## src/rtl/mips_muldiv_seq.sv

```systemverilog
// MIPS HI/LO multiply/divide sequencer: 32-step shift-add multiply, restoring divide (divider present only with MULDIV_DIV_EN).
// Latency: accepted start at edge N -> HI/LO written and done pulsed at edge N+33; MTHI/MTLO write at the issuing edge.
// Backpressure: busy holds for the whole operation; start while busy is ignored, cancel aborts without touching HI/LO.
module mips_muldiv_seq (
    input  logic        clk,
    input  logic        rst_b,
    input  logic        start,
    input  logic [2:0]  op,
    input  logic [31:0] rs_val,
    input  logic [31:0] rt_val,
    input  logic        cancel,
    output logic        busy,
    output logic        done,
    output logic [31:0] hi,
    output logic [31:0] lo
);

    localparam logic [2:0] OP_MULT  = 3'b000;
    localparam logic [2:0] OP_MULTU = 3'b001;
    localparam logic [2:0] OP_DIV   = 3'b010;
    localparam logic [2:0] OP_DIVU  = 3'b011;
    localparam logic [2:0] OP_MTHI  = 3'b100;
    localparam logic [2:0] OP_MTLO  = 3'b101;

    typedef enum logic [1:0] {S_IDLE, S_RUN, S_FIX} state_t;

    state_t      state_q, state_d;
    logic [5:0]  cnt_q, cnt_d;
    logic [63:0] acc_q, acc_d;
    logic [31:0] opb_q, opb_d;
    logic        neg_res_q, neg_res_d;
    logic [31:0] hi_q, hi_d;
    logic [31:0] lo_q, lo_d;
    logic        done_q, done_d;
`ifdef MULDIV_DIV_EN
    logic        is_div_q, is_div_d;
    logic        neg_rem_q, neg_rem_d;
    logic        dz_q, dz_d;
    logic [32:0] div_diff;
`endif

    logic        op_mul, op_div, issue, launch;
    logic        run_step, fix_wr;
    logic        sgn_a, sgn_b;
    logic [31:0] mag_a, mag_b;
    logic [32:0] mul_sum;
    logic [63:0] step_acc, prod;
    logic [31:0] res_hi, res_lo;

    // ---------------- issue decode ----------------
    always_comb begin
        op_mul = (op == OP_MULT) || (op == OP_MULTU);
`ifdef MULDIV_DIV_EN
        op_div = (op == OP_DIV) || (op == OP_DIVU);
`else
        op_div = 1'b0;
`endif
        issue  = start && !cancel && (state_q == S_IDLE);
        launch = issue && (op_mul || op_div);
        // op[0] clear selects the signed flavour of both MULT and DIV
        sgn_a  = !op[0] && rs_val[31];
        sgn_b  = !op[0] && rt_val[31];
        mag_a  = sgn_a ? (32'd0 - rs_val) : rs_val;
        mag_b  = sgn_b ? (32'd0 - rt_val) : rt_val;
    end

    // ---------------- FSM ----------------
    always_ff @(posedge clk or negedge rst_b) begin
        if (!rst_b) state_q <= S_IDLE;
        else        state_q <= state_d;
    end

    always_comb begin
        state_d = state_q;
        case (state_q)
            S_IDLE:  if (launch) state_d = S_RUN;
            S_RUN:   if (cancel) state_d = S_IDLE;
                     else if (cnt_q == 6'd31) state_d = S_FIX;
            S_FIX:   state_d = S_IDLE;
            default: state_d = S_IDLE;
        endcase
    end

    always_comb begin
        busy     = (state_q != S_IDLE);
        run_step = (state_q == S_RUN);
        fix_wr   = (state_q == S_FIX) && !cancel;
    end

    // ---------------- iteration step ----------------
    always_comb begin
        mul_sum  = {1'b0, acc_q[63:32]} + (acc_q[0] ? {1'b0, opb_q} : 33'd0);
        step_acc = {mul_sum, acc_q[31:1]};
`ifdef MULDIV_DIV_EN
        // acc_q[63:31] is the remainder already shifted left, 33 bits wide
        div_diff = acc_q[63:31] - {1'b0, opb_q};
        if (is_div_q) begin
            if (!div_diff[32]) step_acc = {div_diff[31:0], acc_q[30:0], 1'b1};
            else               step_acc = {acc_q[62:0], 1'b0};
        end
`endif
    end

    // ---------------- sign fix-up ----------------
    always_comb begin
        prod   = neg_res_q ? (64'd0 - acc_q) : acc_q;
        res_hi = prod[63:32];
        res_lo = prod[31:0];
`ifdef MULDIV_DIV_EN
        if (is_div_q) begin
            // divide-by-zero: unsigned core already leaves |rs| in rem, so the
            // dividend-sign fix restores rs_val exactly; only LO needs forcing
            res_hi = neg_rem_q ? (32'd0 - acc_q[63:32]) : acc_q[63:32];
            res_lo = dz_q ? 32'hFFFF_FFFF
                          : (neg_res_q ? (32'd0 - acc_q[31:0]) : acc_q[31:0]);
        end
`endif
    end

    // ---------------- datapath next state ----------------
    always_comb begin
        cnt_d     = cnt_q;
        acc_d     = acc_q;
        opb_d     = opb_q;
        neg_res_d = neg_res_q;
        hi_d      = hi_q;
        lo_d      = lo_q;
        done_d    = fix_wr;
`ifdef MULDIV_DIV_EN
        is_div_d  = is_div_q;
        neg_rem_d = neg_rem_q;
        dz_d      = dz_q;
`endif
        if (launch) begin
            cnt_d     = 6'd0;
            acc_d     = {32'd0, mag_a};
            opb_d     = mag_b;
            neg_res_d = sgn_a ^ sgn_b;
`ifdef MULDIV_DIV_EN
            is_div_d  = op_div;
            neg_rem_d = sgn_a;
            dz_d      = (rt_val == 32'd0);
`endif
        end else if (issue && (op == OP_MTHI)) begin
            hi_d = rs_val;
        end else if (issue && (op == OP_MTLO)) begin
            lo_d = rs_val;
        end
        if (run_step) begin
            cnt_d = cnt_q + 6'd1;
            acc_d = step_acc;
        end
        if (fix_wr) begin
            hi_d = res_hi;
            lo_d = res_lo;
        end
    end

    always_ff @(posedge clk or negedge rst_b) begin
        if (!rst_b) begin
            cnt_q     <= 6'd0;
            acc_q     <= 64'd0;
            opb_q     <= 32'd0;
            neg_res_q <= 1'b0;
            hi_q      <= 32'd0;
            lo_q      <= 32'd0;
            done_q    <= 1'b0;
`ifdef MULDIV_DIV_EN
            is_div_q  <= 1'b0;
            neg_rem_q <= 1'b0;
            dz_q      <= 1'b0;
`endif
        end else begin
            cnt_q     <= cnt_d;
            acc_q     <= acc_d;
            opb_q     <= opb_d;
            neg_res_q <= neg_res_d;
            hi_q      <= hi_d;
            lo_q      <= lo_d;
            done_q    <= done_d;
`ifdef MULDIV_DIV_EN
            is_div_q  <= is_div_d;
            neg_rem_q <= neg_rem_d;
            dz_q      <= dz_d;
`endif
        end
    end

    assign done = done_q;
    assign hi   = hi_q;
    assign lo   = lo_q;

endmodule

```

## config.mk

```make
export PLATFORM = sky130hd
export DESIGN_NAME = mips_muldiv_seq
export DESIGN_NICKNAME = d
export VERILOG_FILES = /design/src/rtl/mips_muldiv_seq.sv
export SDC_FILE = /design/constraint.sdc
export NUM_CORES = 1
export LEC_CHECK = 0
export ABC_AREA = 1
export BUFFER_PORTS_ARGS = -buffer_cell sky130_fd_sc_hd__buf_4
export CORE_MARGIN = 1.5
export CORE_UTILIZATION = 55
export CTS_BUF_LIST = sky130_fd_sc_hd__clkbuf_4
export DETAILED_ROUTE_END_ITERATION = 16
export PLACE_DENSITY = 0.75
export SYNTH_ARGS = -nofsm -noshare
export SYNTH_HDL_FRONTEND = slang
export SYNTH_SLANG_ARGS = --single-unit
```

## constraint.sdc

```tcl
create_clock -name clk -period 4 [get_ports clk]
set_clock_uncertainty 0.2 [all_clocks]
set_input_delay 0.8 -clock clk [delete_from_list [all_inputs] [get_ports clk]]
set_output_delay 0.8 -clock clk [all_outputs]
set_load 0.03 [all_outputs]
```

# [Word level (Yosys, flattened, before mapping)]
# Cells that the tools add are included.
[totals] reg_bits=170 latchBits=0 ram_bits=0 mem_bits_ro=0 in_bits=71 out_inout_bits=66 word_cells=63 n_memories=0
[classes] add_sub_neg=5 mul=0 div=0 order_cmp=0 eq_ne=10 n_shift=0 muxes=19 n_bitwise=1 n_reduce_logical=20
[ops] cell="32-bit 2-to-1 mux" n=10
[ops] cell="64-bit 2-to-1 mux" n=3
[ops] cell="1-bit by 32-bit subtractor with 32-bit output (first input constant)" n=2
[ops] cell="1-bit by 64-bit subtractor with 64-bit output (first input constant)" n=1
[ops] cell="32-bit by 32-bit adder with 33-bit output" n=1
[ops] cell="6-bit 2-to-1 mux" n=2
[ops] cell="1-bit logical AND" n=8
[ops] cell="2-bit nonzero test" n=4
[ops] cell="6-bit by 1-bit adder with 6-bit output (second input constant)" n=1
[ops] cell="3-bit equality test (second input constant)" n=2
[ops] cell="6-bit by 5-bit equality test with 1-bit output (second input constant)" n=1
[ops] cell="2-bit 2-to-1 mux" n=3
[ops] cell="2-bit != test (second input constant)" n=3
[ops] cell="2-bit one-hot mux with 2 select lines" n=1
[ops] cell="2-bit AND reduction" n=2
[ops] cell="3-bit by 1-bit equality test with 1-bit output (second input constant)" n=1
[ops] cell="3-bit logical NOT" n=1
[ops] cell="3-bit by 2-bit != test with 1-bit output (second input constant)" n=1
[ops] cell="3-bit AND reduction" n=1
[ops] cell="2-bit by 1-bit equality test with 1-bit output (second input constant)" n=1
[ops] cell="2-bit equality test (second input constant)" n=1
[ops] cell="1-bit logical NOT" n=2
[ops] cell="2-bit logical NOT" n=1
[ops] cell="1-bit logical OR" n=1
[ops] cell="1-bit bitwise XOR" n=1

# [Depth between registers and ports, before layout]
[logic_depth] ltp_word=8 mapped_depth=18 depth_no_buf=16

# [Least setup slack after synthesis]
# Ideal clock, no wire load.
[synth_timing] path_type="reg2reg" from="register acc_q[0]" to="register acc_q[47]" setup_time_ps=126 t_arrival_ps=2211 t_required_ps=3674 setup_slack_ps=1463 stages_incl_launch_ff=18 n_path_buf=2 synth_period_minus_slack_ps=2537 cell_sequence="dfrtp_1 > buf_6 > clkbuf_1 > nand2_1 > inv_1 > ha_1 > inv_1 > fa_1 > inv_1 > nand3_1 > nand3_1 > nand2_1 > nand2_1 > inv_1 > o21ai_0 > nand2_1 > nand2_1 > o21ai_0"
[synth_via] elab_chain_cells=3
[synth_rtl] element="start: declaration" line="29" source="logic [63:0] acc_q, acc_d;"
[synth_rtl] element="start signal: assignment" line="162" source="acc_q <= 64'd0;"
[synth_rtl] element="start signal: assignment" line="175" source="acc_q <= acc_d;"
[synth_rtl] element="32-bit 2-to-1 mux" line="92" source="mul_sum = {1'b0, acc_q[63:32]} + (acc_q[0] ? {1'b0, opb_q} : 33'd0);"
[synth_rtl] element="32-bit by 32-bit adder with 33-bit output" line="92"
[synth_rtl] element="64-bit 2-to-1 mux" line="149" source="if (run_step) begin"
# No other way between the ends.
# A chain may end at the register's enable or synchronous reset.

# [Final worst setup path]
# Ends and elaborated chain as after synthesis.

==> impl_metrics.env <==
export IMPL_status="finished, final reports clean"
export IMPL_start_kind="flop"
export IMPL_maxCapViolations=0
export IMPL_critPathArrivalTime_ns=3.08
export IMPL_hold_class="in -> reg"
export IMPL_die_height_um=161
export IMPL_coreArea_mm2=0.0243
export IMPL_dpl_cell_count=2618
export IMPL_sw_frac_of_total_pct=52.0
export IMPL_drive_gt1_share_pct=9.76
export IMPL_overflow=0
export IMPL_rsz0062_at_grt="false"
export IMPL_fin_crit_ns=2.75
export IMPL_power_density_mw_per_mm2=540
export IMPL_synth_area_leaders="dfrtp_1 (31%), nand2_1 (21%), nand3_1 (8.4%)"
export IMPL_wirelength_um=48700
export IMPL_final_cell_mix="nand2_1 (750), inv_1 (306), nand3_1 (229)"
export IMPL_holdBufCountCts=1
export IMPL_fin_nets=2422
export IMPL_syn_area_per_cell_um2=6.18
export IMPL_ir_worst_vdd_mv=0.285
export IMPL_netlist_area_mm2=0.0136
export IMPL_wl_per_cell_um=18.4
export IMPL_syn2layout_area_growth_pct=11.9
export IMPL_place_hpwl_um=38600
export IMPL_vias=15000
export IMPL_start_util_pct=56.1
export IMPL_gp_congestion=1.02
export IMPL_layout_commonest_cell="nand2_1"
export IMPL_grt_pass1_vias=14000
export IMPL_maxSlewViolCount=0
export IMPL_yosys_warnings=0
export IMPL_syn_nets=2315
export IMPL_regArea_mm2=0.00426
export IMPL_worstSetupPathType="reg -> reg"
export IMPL_max_freq_ghz=0.364
export IMPL_power_switching_mw=4.29
export IMPL_cts_tree="yes"
export IMPL_ctsResizeCount=0
export IMPL_viasPerCell=5.66
export IMPL_p_leak_nw=8.23
export IMPL_yosys_area_top_type="dfrtp_1"
export IMPL_die_x_um=161
export IMPL_fin_crit_sh_pct=68.6
export IMPL_io_pins=137
export IMPL_ys_seq_area_share_pct=31.2
export IMPL_drc=0
export IMPL_end_kind="flop"
export IMPL_drt_pass1_iter_count=8
export IMPL_power_total_mw=8.25
export IMPL_syn_inst=2207
export IMPL_multi_input_area_mm2=0.00793
export IMPL_p_int_mw=3.96
export IMPL_power_frac_seq_pct=35.2
export IMPL_setup_tns_ns=0
export IMPL_numPortBuffers=136
export IMPL_dieArea_mm2=0.0258
export IMPL_grt_max_degree=66
export IMPL_cts_root_buf="clkbuf_4"
export IMPL_cts_max_level=4
export IMPL_std_cell_rows=57
export IMPL_cts_sinks=170
export IMPL_stdcell_count=2652
export IMPL_cts_buffers=17
export IMPL_clock_latency_ns=0.62
export IMPL_grt_usage_pct=38.5
export IMPL_ys_seq_elements=170
export IMPL_clkPwrFrac_pct=13.4
export IMPL_drt_iter0_markers=1440
export IMPL_grt_first_pass_wirelength_um=76400
export IMPL_pwr_share_comb_pct=51.4
export IMPL_antenna_found_initial=1
export IMPL_synthDominantCellAreaShare_pct=31.2
export IMPL_fillCellCount=2425
export IMPL_tightest_slew_ns=0.697
export IMPL_post_cts_buffers=0
export IMPL_setup_viol=0
export IMPL_cp_max_fo=33
export IMPL_path_clk_slew_ns=0.19
export IMPL_hold_viol=0
export IMPL_clockBufferDepth=2
export IMPL_synth_distinct_cells=46
export IMPL_required_ns=4.33
export IMPL_postRouteAntennaNets=0
export IMPL_max_slew_margin_pct=53.6
## power groups by stage
stage	registers [mW]	clock network (mW)	logic (mW)
6_report	2.90	1.11	4.25
5_1_grt	2.94	1.17	4.71
4_1_cts	2.86	1.11	4.17
3_5_place_dp	2.90	0	4.14
3_3_place_gp	2.89	0	4.10
2_1_floorplan	2.90	0	2.69
## stage by stage
stage          setup slack [ns]  hold slack, ns  instance area (um2)  util, %
3_5_place_dp               1.10           0.270                15000     61.5
4_1_cts                    1.23           0.169                15300     62.8
6_report                   1.25           0.172                15300     62.8
3_3_place_gp               1.13           0.267                15000     61.5
2_1_floorplan              1.46           0.249                13600        -
5_1_grt                    1.01           0.132                15300     62.8
## path summary, 6_finish.rpt
path,from,cells after the start,slack (ns),endpoint
min reg2reg,cnt_q[5],1,0.30,state_q[1]
max reg2reg,acc_q[0],16,1.25,acc_q[47]
min,cancel,2,0.17,state_q[1]
max,acc_q[0],16,1.25,acc_q[47]
min in group asynchronous,rst_b,2,0.49,lo[6]
max in group asynchronous,rst_b,3,2.19,acc_q[63]
## synthesized netlist by cell type, drive strengths merged
master  number
o221ai      15
a21o         1
buf         32
ha          36
nand2      751
o21bai      33
and3         2
nand4       38
o32ai        1
o22ai       20
nor4         4
clkbuf      36
nand3b      13
nand3      233
a22o         1
o21ai      129
a21oi       51
o211ai      25
clkinv       2
inv        314
nor2       236
a31oi        1
nor3        15
dfrtp      170
and2         1
o21a         1
xor2        31
a22oi        1
fa           1
o31ai        5
xnor2        3
or2          5
## registers in the layout (all words and copies together) (netlist names)
register and flops:
cnt_q 6, opb_q 32, acc_q 64, neg_res_q 1, state_q 2, hi 32
done 1, lo 32
## worst max-delay path, cell delays in order (launching register included)
cell and delay (ns):
dfrtp_1 0.36, buf_4 0.29, nand2_1 0.10, inv_1 0.07, ha_1 0.20, inv_1 0.07
fa_1 0.39, inv_1 0.11, nand3_1 0.07, nand3_1 0.14, nand2_1 0.07, nand2_1 0.12
inv_1 0.05, o21ai_0 0.21, nand2_1 0.08, nand2_1 0.06, o21ai_0 0.07
## layout make-up
class / instances / area share [%]
Clock inverter: 14 / 1.12
Timing Repair Buffer: 156 / 7.79
Inverter: 316 / 7.77
Clock buffer: 18 / 0.885
Sequential cell: 170 / 27.9
Tap cell: 324 / 2.65
Multi-Input combinational cell: 1653 / 51.9
Antenna cell: 1 / 0.0164
## kinds of logic (layout without fill, tap and decap cells)
logic type,after synthesis,after routing,share of synthesized area (%)
AO/OA/AOI/OAI,284,284,12.5
buffers and inverters,384,504,10.8
AND/OR/NAND/NOR,1298,1298,39.8
adder cells (fa/ha/maj),37,37,3.45
XOR/XNOR,34,34,2.18
flip-flops,170,170,31.2
other,0,1,0
## routing by layer
metal	wire length, um	global-route usage, %	up-vias
met5	0	0.379	-
met4	2260	17.9	0
met3	4200	5.45	114
met2	21800	61.9	733
met1	20400	51.2	6857
li1	-	-	7310
(Power assumes the default switching activity.)
